===== src/rtl/connection_matrix_if.sv =====
// Request/response bundle between a requester and the connection matrix.
// The requester holds a request until ready is high; results come back qualified by out_valid.
interface connection_matrix_if #(
  parameter int DATA_WIDTH        = 6,
  parameter int NODE_ADDRESS_SIZE = 4
);
  logic                         chip_select;
  logic [1:0]                   op;
  logic [NODE_ADDRESS_SIZE-1:0] node_A;
  logic [NODE_ADDRESS_SIZE-1:0] node_B;
  logic [DATA_WIDTH-1:0]        IN;
  logic                         clear_all;
  logic                         ready;
  logic [DATA_WIDTH-1:0]        OUT;
  logic                         out_valid;
  logic                         hit;

  modport master (
    output chip_select, op, node_A, node_B, IN, clear_all,
    input  ready, OUT, out_valid, hit
  );

  modport slave (
    input  chip_select, op, node_A, node_B, IN, clear_all,
    output ready, OUT, out_valid, hit
  );
endinterface


===== src/rtl/connection_matrix.sv =====
// Per-node-pair cost table with valid bits: read, write, saturating add, minimum,
// and a one-entry-per-cycle invalidate sweep after reset or on clear_all.
module connection_matrix #(
  parameter int DATA_WIDTH        = 6,
  parameter int NODE_ADDRESS_SIZE = 4,
  parameter bit SYMMETRIC         = 1'b1
) (
  input  logic CLK,
  input  logic RST,
  connection_matrix_if.slave bus
);
  localparam int IDX_W        = 2 * NODE_ADDRESS_SIZE;
  localparam int ARRAY_LENGTH = 1 << IDX_W;
  localparam int ENTRY_W      = DATA_WIDTH + 1;

  localparam logic [1:0] OP_READ  = 2'b00;
  localparam logic [1:0] OP_WRITE = 2'b01;
  localparam logic [1:0] OP_ADD   = 2'b10;

  typedef enum logic [1:0] {ST_CLEAR, ST_IDLE, ST_RMW} state_t;

  state_t                  state_q, state_d;
  logic [IDX_W-1:0]        cnt_q, cnt_d;
  logic [IDX_W-1:0]        idx_q, idx_d;
  logic [1:0]              op_q, op_d;
  logic [DATA_WIDTH-1:0]   opnd_q, opnd_d;
  logic [DATA_WIDTH-1:0]   res_q, res_d;
  logic                    hit_q, hit_d;
  logic                    out_valid_q, out_valid_d;
  logic                    rd_out_q, rd_out_d;

  // Entry layout: {valid, value}
  logic [ENTRY_W-1:0]      mem [ARRAY_LENGTH];
  logic [ENTRY_W-1:0]      rd_q;
  logic                    mem_we;
  logic [IDX_W-1:0]        mem_waddr;
  logic [ENTRY_W-1:0]      mem_wdata;
  logic [IDX_W-1:0]        req_idx;

  generate
    if (SYMMETRIC) begin : g_sym
      assign req_idx = (bus.node_A >= bus.node_B) ? {bus.node_A, bus.node_B}
                                                  : {bus.node_B, bus.node_A};
    end else begin : g_ord
      assign req_idx = {bus.node_A, bus.node_B};
    end
  endgenerate

  // Read-modify-write datapath works on the entry captured when the request was accepted.
  logic                  old_vld;
  logic [DATA_WIDTH-1:0] old_val;
  logic [DATA_WIDTH:0]   sum;
  logic [DATA_WIDTH-1:0] add_res;
  logic [DATA_WIDTH-1:0] min_res;
  logic [DATA_WIDTH-1:0] rmw_res;

  assign old_vld = rd_q[DATA_WIDTH];
  assign old_val = old_vld ? rd_q[DATA_WIDTH-1:0] : '0;
  assign sum     = {1'b0, old_val} + {1'b0, opnd_q};
  assign add_res = sum[DATA_WIDTH] ? '1 : sum[DATA_WIDTH-1:0];
  assign min_res = !old_vld ? opnd_q : ((old_val < opnd_q) ? old_val : opnd_q);
  assign rmw_res = (op_q == OP_ADD) ? add_res : min_res;

  always_comb begin
    state_d     = state_q;
    cnt_d       = cnt_q;
    idx_d       = idx_q;
    op_d        = op_q;
    opnd_d      = opnd_q;
    res_d       = res_q;
    hit_d       = hit_q;
    out_valid_d = 1'b0;
    rd_out_d    = 1'b0;
    mem_we      = 1'b0;
    mem_waddr   = req_idx;
    mem_wdata   = {1'b1, bus.IN};
    unique case (state_q)
      ST_CLEAR: begin
        mem_we    = 1'b1;
        mem_waddr = cnt_q;
        mem_wdata = '0;
        cnt_d     = cnt_q + 1'b1;
        if (cnt_q == '1) state_d = ST_IDLE;
      end
      ST_IDLE: begin
        if (bus.clear_all) begin
          state_d = ST_CLEAR;
          cnt_d   = '0;
        end else if (bus.chip_select) begin
          if (bus.op == OP_READ) begin
            out_valid_d = 1'b1;
            rd_out_d    = 1'b1;
          end else if (bus.op == OP_WRITE) begin
            mem_we = 1'b1;
          end else begin
            idx_d   = req_idx;
            op_d    = bus.op;
            opnd_d  = bus.IN;
            state_d = ST_RMW;
          end
        end
      end
      ST_RMW: begin
        mem_we      = 1'b1;
        mem_waddr   = idx_q;
        mem_wdata   = {1'b1, rmw_res};
        res_d       = rmw_res;
        hit_d       = old_vld;
        out_valid_d = 1'b1;
        state_d     = ST_IDLE;
      end
      default: state_d = ST_CLEAR;
    endcase
  end

  always_ff @(posedge CLK) begin
    if (RST) begin
      state_q     <= ST_CLEAR;
      cnt_q       <= '0;
      idx_q       <= '0;
      op_q        <= '0;
      opnd_q      <= '0;
      res_q       <= '0;
      hit_q       <= 1'b0;
      out_valid_q <= 1'b0;
      rd_out_q    <= 1'b0;
    end else begin
      state_q     <= state_d;
      cnt_q       <= cnt_d;
      idx_q       <= idx_d;
      op_q        <= op_d;
      opnd_q      <= opnd_d;
      res_q       <= res_d;
      hit_q       <= hit_d;
      out_valid_q <= out_valid_d;
      rd_out_q    <= rd_out_d;
    end
  end

  // Reset suppresses the write so an in-flight write-back is abandoned.
  always_ff @(posedge CLK) begin
    if (mem_we && !RST) mem[mem_waddr] <= mem_wdata;
    rd_q <= mem[req_idx];
  end

  assign bus.ready     = (state_q == ST_IDLE);
  assign bus.out_valid = out_valid_q;
  assign bus.OUT       = rd_out_q ? (rd_q[DATA_WIDTH] ? rd_q[DATA_WIDTH-1:0] : '0) : res_q;
  assign bus.hit       = rd_out_q ? rd_q[DATA_WIDTH] : hit_q;

endmodule


===== src/flat_wrapper.sv =====
// flat-port wrapper written by rule: the top's interface ports become plain ports
module connection_matrix_flat 
#(
  parameter int DATA_WIDTH        = 6,
  parameter int NODE_ADDRESS_SIZE = 4,
  parameter bit SYMMETRIC         = 1'b1
)
  (CLK, RST, bus_chip_select, bus_op, bus_node_A, bus_node_B, bus_IN, bus_clear_all, bus_ready, bus_OUT, bus_out_valid, bus_hit);
  connection_matrix_if #(.DATA_WIDTH(DATA_WIDTH), .NODE_ADDRESS_SIZE(NODE_ADDRESS_SIZE)) bus_i ();
  input  logic CLK;
  input  logic RST;
  input wire logic [$bits(bus_i.chip_select)-1:0] bus_chip_select;
  input wire logic [$bits(bus_i.op)-1:0] bus_op;
  input wire logic [$bits(bus_i.node_A)-1:0] bus_node_A;
  input wire logic [$bits(bus_i.node_B)-1:0] bus_node_B;
  input wire logic [$bits(bus_i.IN)-1:0] bus_IN;
  input wire logic [$bits(bus_i.clear_all)-1:0] bus_clear_all;
  output wire logic [$bits(bus_i.ready)-1:0] bus_ready;
  output wire logic [$bits(bus_i.OUT)-1:0] bus_OUT;
  output wire logic [$bits(bus_i.out_valid)-1:0] bus_out_valid;
  output wire logic [$bits(bus_i.hit)-1:0] bus_hit;
  assign bus_i.chip_select = bus_chip_select;
  assign bus_i.op = bus_op;
  assign bus_i.node_A = bus_node_A;
  assign bus_i.node_B = bus_node_B;
  assign bus_i.IN = bus_IN;
  assign bus_i.clear_all = bus_clear_all;
  assign bus_ready = bus_i.ready;
  assign bus_OUT = bus_i.OUT;
  assign bus_out_valid = bus_i.out_valid;
  assign bus_hit = bus_i.hit;
  connection_matrix #(.DATA_WIDTH(DATA_WIDTH), .NODE_ADDRESS_SIZE(NODE_ADDRESS_SIZE), .SYMMETRIC(SYMMETRIC)) u_core (.CLK(CLK), .RST(RST), .bus(bus_i));
endmodule

===== config.mk =====
export PLATFORM = sky130hd
export DESIGN_NAME = connection_matrix_flat
export DESIGN_NICKNAME = d
export VERILOG_FILES = /design/src/rtl/connection_matrix_if.sv /design/src/rtl/connection_matrix.sv /design/src/flat_wrapper.sv
export SDC_FILE = /design/constraint.sdc
export NUM_CORES = 2
export LEC_CHECK = 0
export CORE_ASPECT_RATIO = 0.5
export CORE_UTILIZATION = 45
export DETAILED_ROUTE_END_ITERATION = 10
export SLEW_MARGIN = 5
export SYNTH_ARGS = -nofsm -noshare
export SYNTH_HDL_FRONTEND = slang
export SYNTH_SLANG_ARGS = --single-unit

===== constraint.sdc =====
create_clock -name CLK -period 13.45 [get_ports CLK]
set_input_delay 2.0175 -clock CLK [delete_from_list [all_inputs] [get_ports CLK]]
set_output_delay 2.0175 -clock CLK [all_outputs]
set_load 0.01 [all_outputs]

==> results.ini <==
[power_and_ir_drop]
p_leak_uw=0.0285
max-vdd-ir-drop_mv=0.111
p_per_area_nw_per_um2=149
report.power.total_uw=12900

[clock_tree]
cts_buffer_depth=3
ctsHtreeMaxLevel=4
cts_buffers=167
postCtsResizedCells=0
postCtsSetupBuffers=0
worstSkewPairLatency_ps=820
postCtsHoldBufs=0
cts-root-buf=clkbuf_16
clk_pin_slew_worst_paths_ps=60
numClockSinks=1834
cts_tree=yes

[yosys]
yosysUniqueCellTypes=65
synth_ff_type=edfxtp_1
syn_avg_cell_area_um2=13.7
yosys.area.top_type=edfxtp_1
synth-warning-count=0
yosysTopAreaCellShare=0.680
ys_ff_latch=1834
netlist_top_cells_count=1792 x edfxtp_1, 520 x nand2_1, 504 x a211o_1, 411 x nor2_1, 393 x a21boi_0
netlist_instances=5761
synth_edf_count=1792
ys_seq_area_frac=0.691
synthTopCellsByArea=edfxtp_1 68%, a211o_1 5.6%, a21boi_0 3.7%
netlist_area_um2=79100
yosysMostFrequentCell=edfxtp_1
synthesis.nets=5806
ys_async_sr_fraction=0

[final_layout]
fin_cells=7993
nNetsFinal=5590
drive_gt1_frac=0.102
final_area_um2=86700
multiInputGateArea_um2=22500
num-fill-cells=14616
synthToLayoutAreaGrowth_pct=9.67
register_area_um2=54700

[hold_path]
hold_path_depth=2
worstHoldPathType=flop to flop
hold-path-endpoint=u_core.op_q[0]
hold_start=u_core.op_q[0]

[grt]
grt_remaining_overflow=0
grt_use_total=0.267
grt_max_degree=166
antenna_found_initial=8
grt_pass1_vias=49300
grt_pass1_wl_mm=349

[placement]
place_area_um2=81400
place.port_buffers=28
dpl.hpwl_mm=143
gp_congestion=0.893
dp_cells=7686
place_ws_ps=4350

[route]
dr.pass1.iters=6
viasPerCell=6.51
final_antenna_net_count=0
vias=52009
totalWireLength_mm=242
drcViolationCount=0
routedWlPerCell_um=30.3
drt_iter0_markers=6937

[die]
rows=108
dieArea_um2=178000
fp.dieW_um=595
die_h_um=298
core_region_area_um2=174000
ios=29
start_util=0.454

[worst_setup_path]
cp.arrival_ps=9220
start_kind=primary input
rrSetupSlack_ps=7500
criticalPathCategory=primary input to flop
r2r_start=u_core.rd_q[6]
worstReg2RegEnd=u_core.mem[176][4]
r2r_cells=13
worstSetupEndpointType=flop
required_ps=14080
worstPathMaxFanout=165

[sta]
setup_tns_ps=0
post-route-period-util=0.638
max_slew_margin=0.0458
rsz0062_at_grt=false
clock.fmax_mhz=116
setup_viol=0
hold_viol_final=0
layout_setup_ws_ps=4860
skew_ps=33.6
drv_slew=0
tightest_slew_ps=1420
min_period_ps=8590

[run]
cap_violations=0

[run_status]
status=complete, no violations

cells by family after synthesis:
logic type | share of synthesized area
multiplexers | 0.0251
AO/OA/AOI/OAI | 0.167
AND/OR/NAND/NOR | 0.0828
adder cells (fa/ha/maj) | 0.00405
buffers and inverters | 0.0288
XOR/XNOR | 0.000997
flip-flops | 0.691
how the worst max path moves through the flow:
| stage | startpoint | endpoint | slack (ps) | cells past startpoint |
|---|---|---|---|---|
| 2_1_floorplan | u_core.rd_q[6] | u_core.mem[0][1] | 7370 | 12 |
| 3_3_place_gp | bus_node_B[2] | u_core.rd_q[0] | 3560 | 15 |
| 3_5_place_dp | bus_node_B[2] | u_core.rd_q[4] | 4350 | 15 |
| 4_1_cts | bus_node_B[2] | u_core.rd_q[4] | 5200 | 15 |
| 5_1_grt | bus_node_B[2] | u_core.rd_q[4] | 4700 | 15 |
| 6_report | bus_node_B[2] | u_core.rd_q[6] | 4860 | 15 |
routing by layer:
metal / vias to the layer above / GRT usage / wire [µm]
li1: 22243 / - / -
met1: 26542 / 0.393 / 104000
met2: 2835 / 0.404 / 108000
met3: 385 / 0.0446 / 23200
met4: 4 / 0.0855 / 7290
met5: - / 0 / 29
power by group:
| group | leakage (µW) | total, µW | switching [µW] | internal, µW |
|---|---|---|---|---|
| combinational | 0.00889 | 1760 | 1280 | 485 |
| clock | 0.00263 | 4800 | 2170 | 2620 |
| sequential | 0.0170 | 6340 | 42.3 | 6300 |
worst max-delay path, cell delays in order:
cell and delay, ps:
buf_4 500, inv_4 470, ha_1 460, o21ai_1 300
nand2b_4 540, nand3_4 280, buf_4 560, buf_12 470
buf_4 900, a21boi_0 200, a211o_1 360, nand3_1 150
a31oi_1 230, nor4_1 1220, nor4_1 70
registers in the layout, indices dropped and copies added (netlist names):
register / count
u_core.mem: 1792
u_core.cnt_q: 8
u_core.idx_q: 8
u_core.rd_q: 7
u_core.opnd_q: 6
u_core.res_q: 6
u_core.op_q: 2
u_core.state_q: 2
u_core.bus.out_valid: 1
u_core.hit_q: 1
u_core.rd_out_q: 1
through the flow:
stage / hold slack, ps / utilization
floorplan: 432 / -
global placement: 447 / 0.467
detailed placement: 451 / 0.467
CTS: 459 / 0.498
global route: 491 / 0.498
finish: 463 / 0.498
placed cells by master, fill, tap and decap left out, types with 42 or more instances in the layout:
cell and instances:
a31oi_1 113, nand2_1 512, o2111ai_1 112, nand3_1 317, o21ai_0 121, mux2_2 125
and3_1 115, dfxtp_1 42, mux2i_1 58, edfxtp_1 1792, buf_4 101, a211o_1 504
a32oi_1 112, a22oi_1 121, a21boi_0 393, a211oi_1 121, nor2_1 411, clkbuf_16 169
layout make-up:
type,count,share of cell area
clock buffer,207,0.0506
sequential,1834,0.630
clock inverter,99,0.0114
inverter,24,0.00118
tap,2310,0.0333
timing repair buffer,136,0.0137
antenna,1,0.0000288
multi-input combinational,3382,0.260
Power figures use the tool's default switching activity.
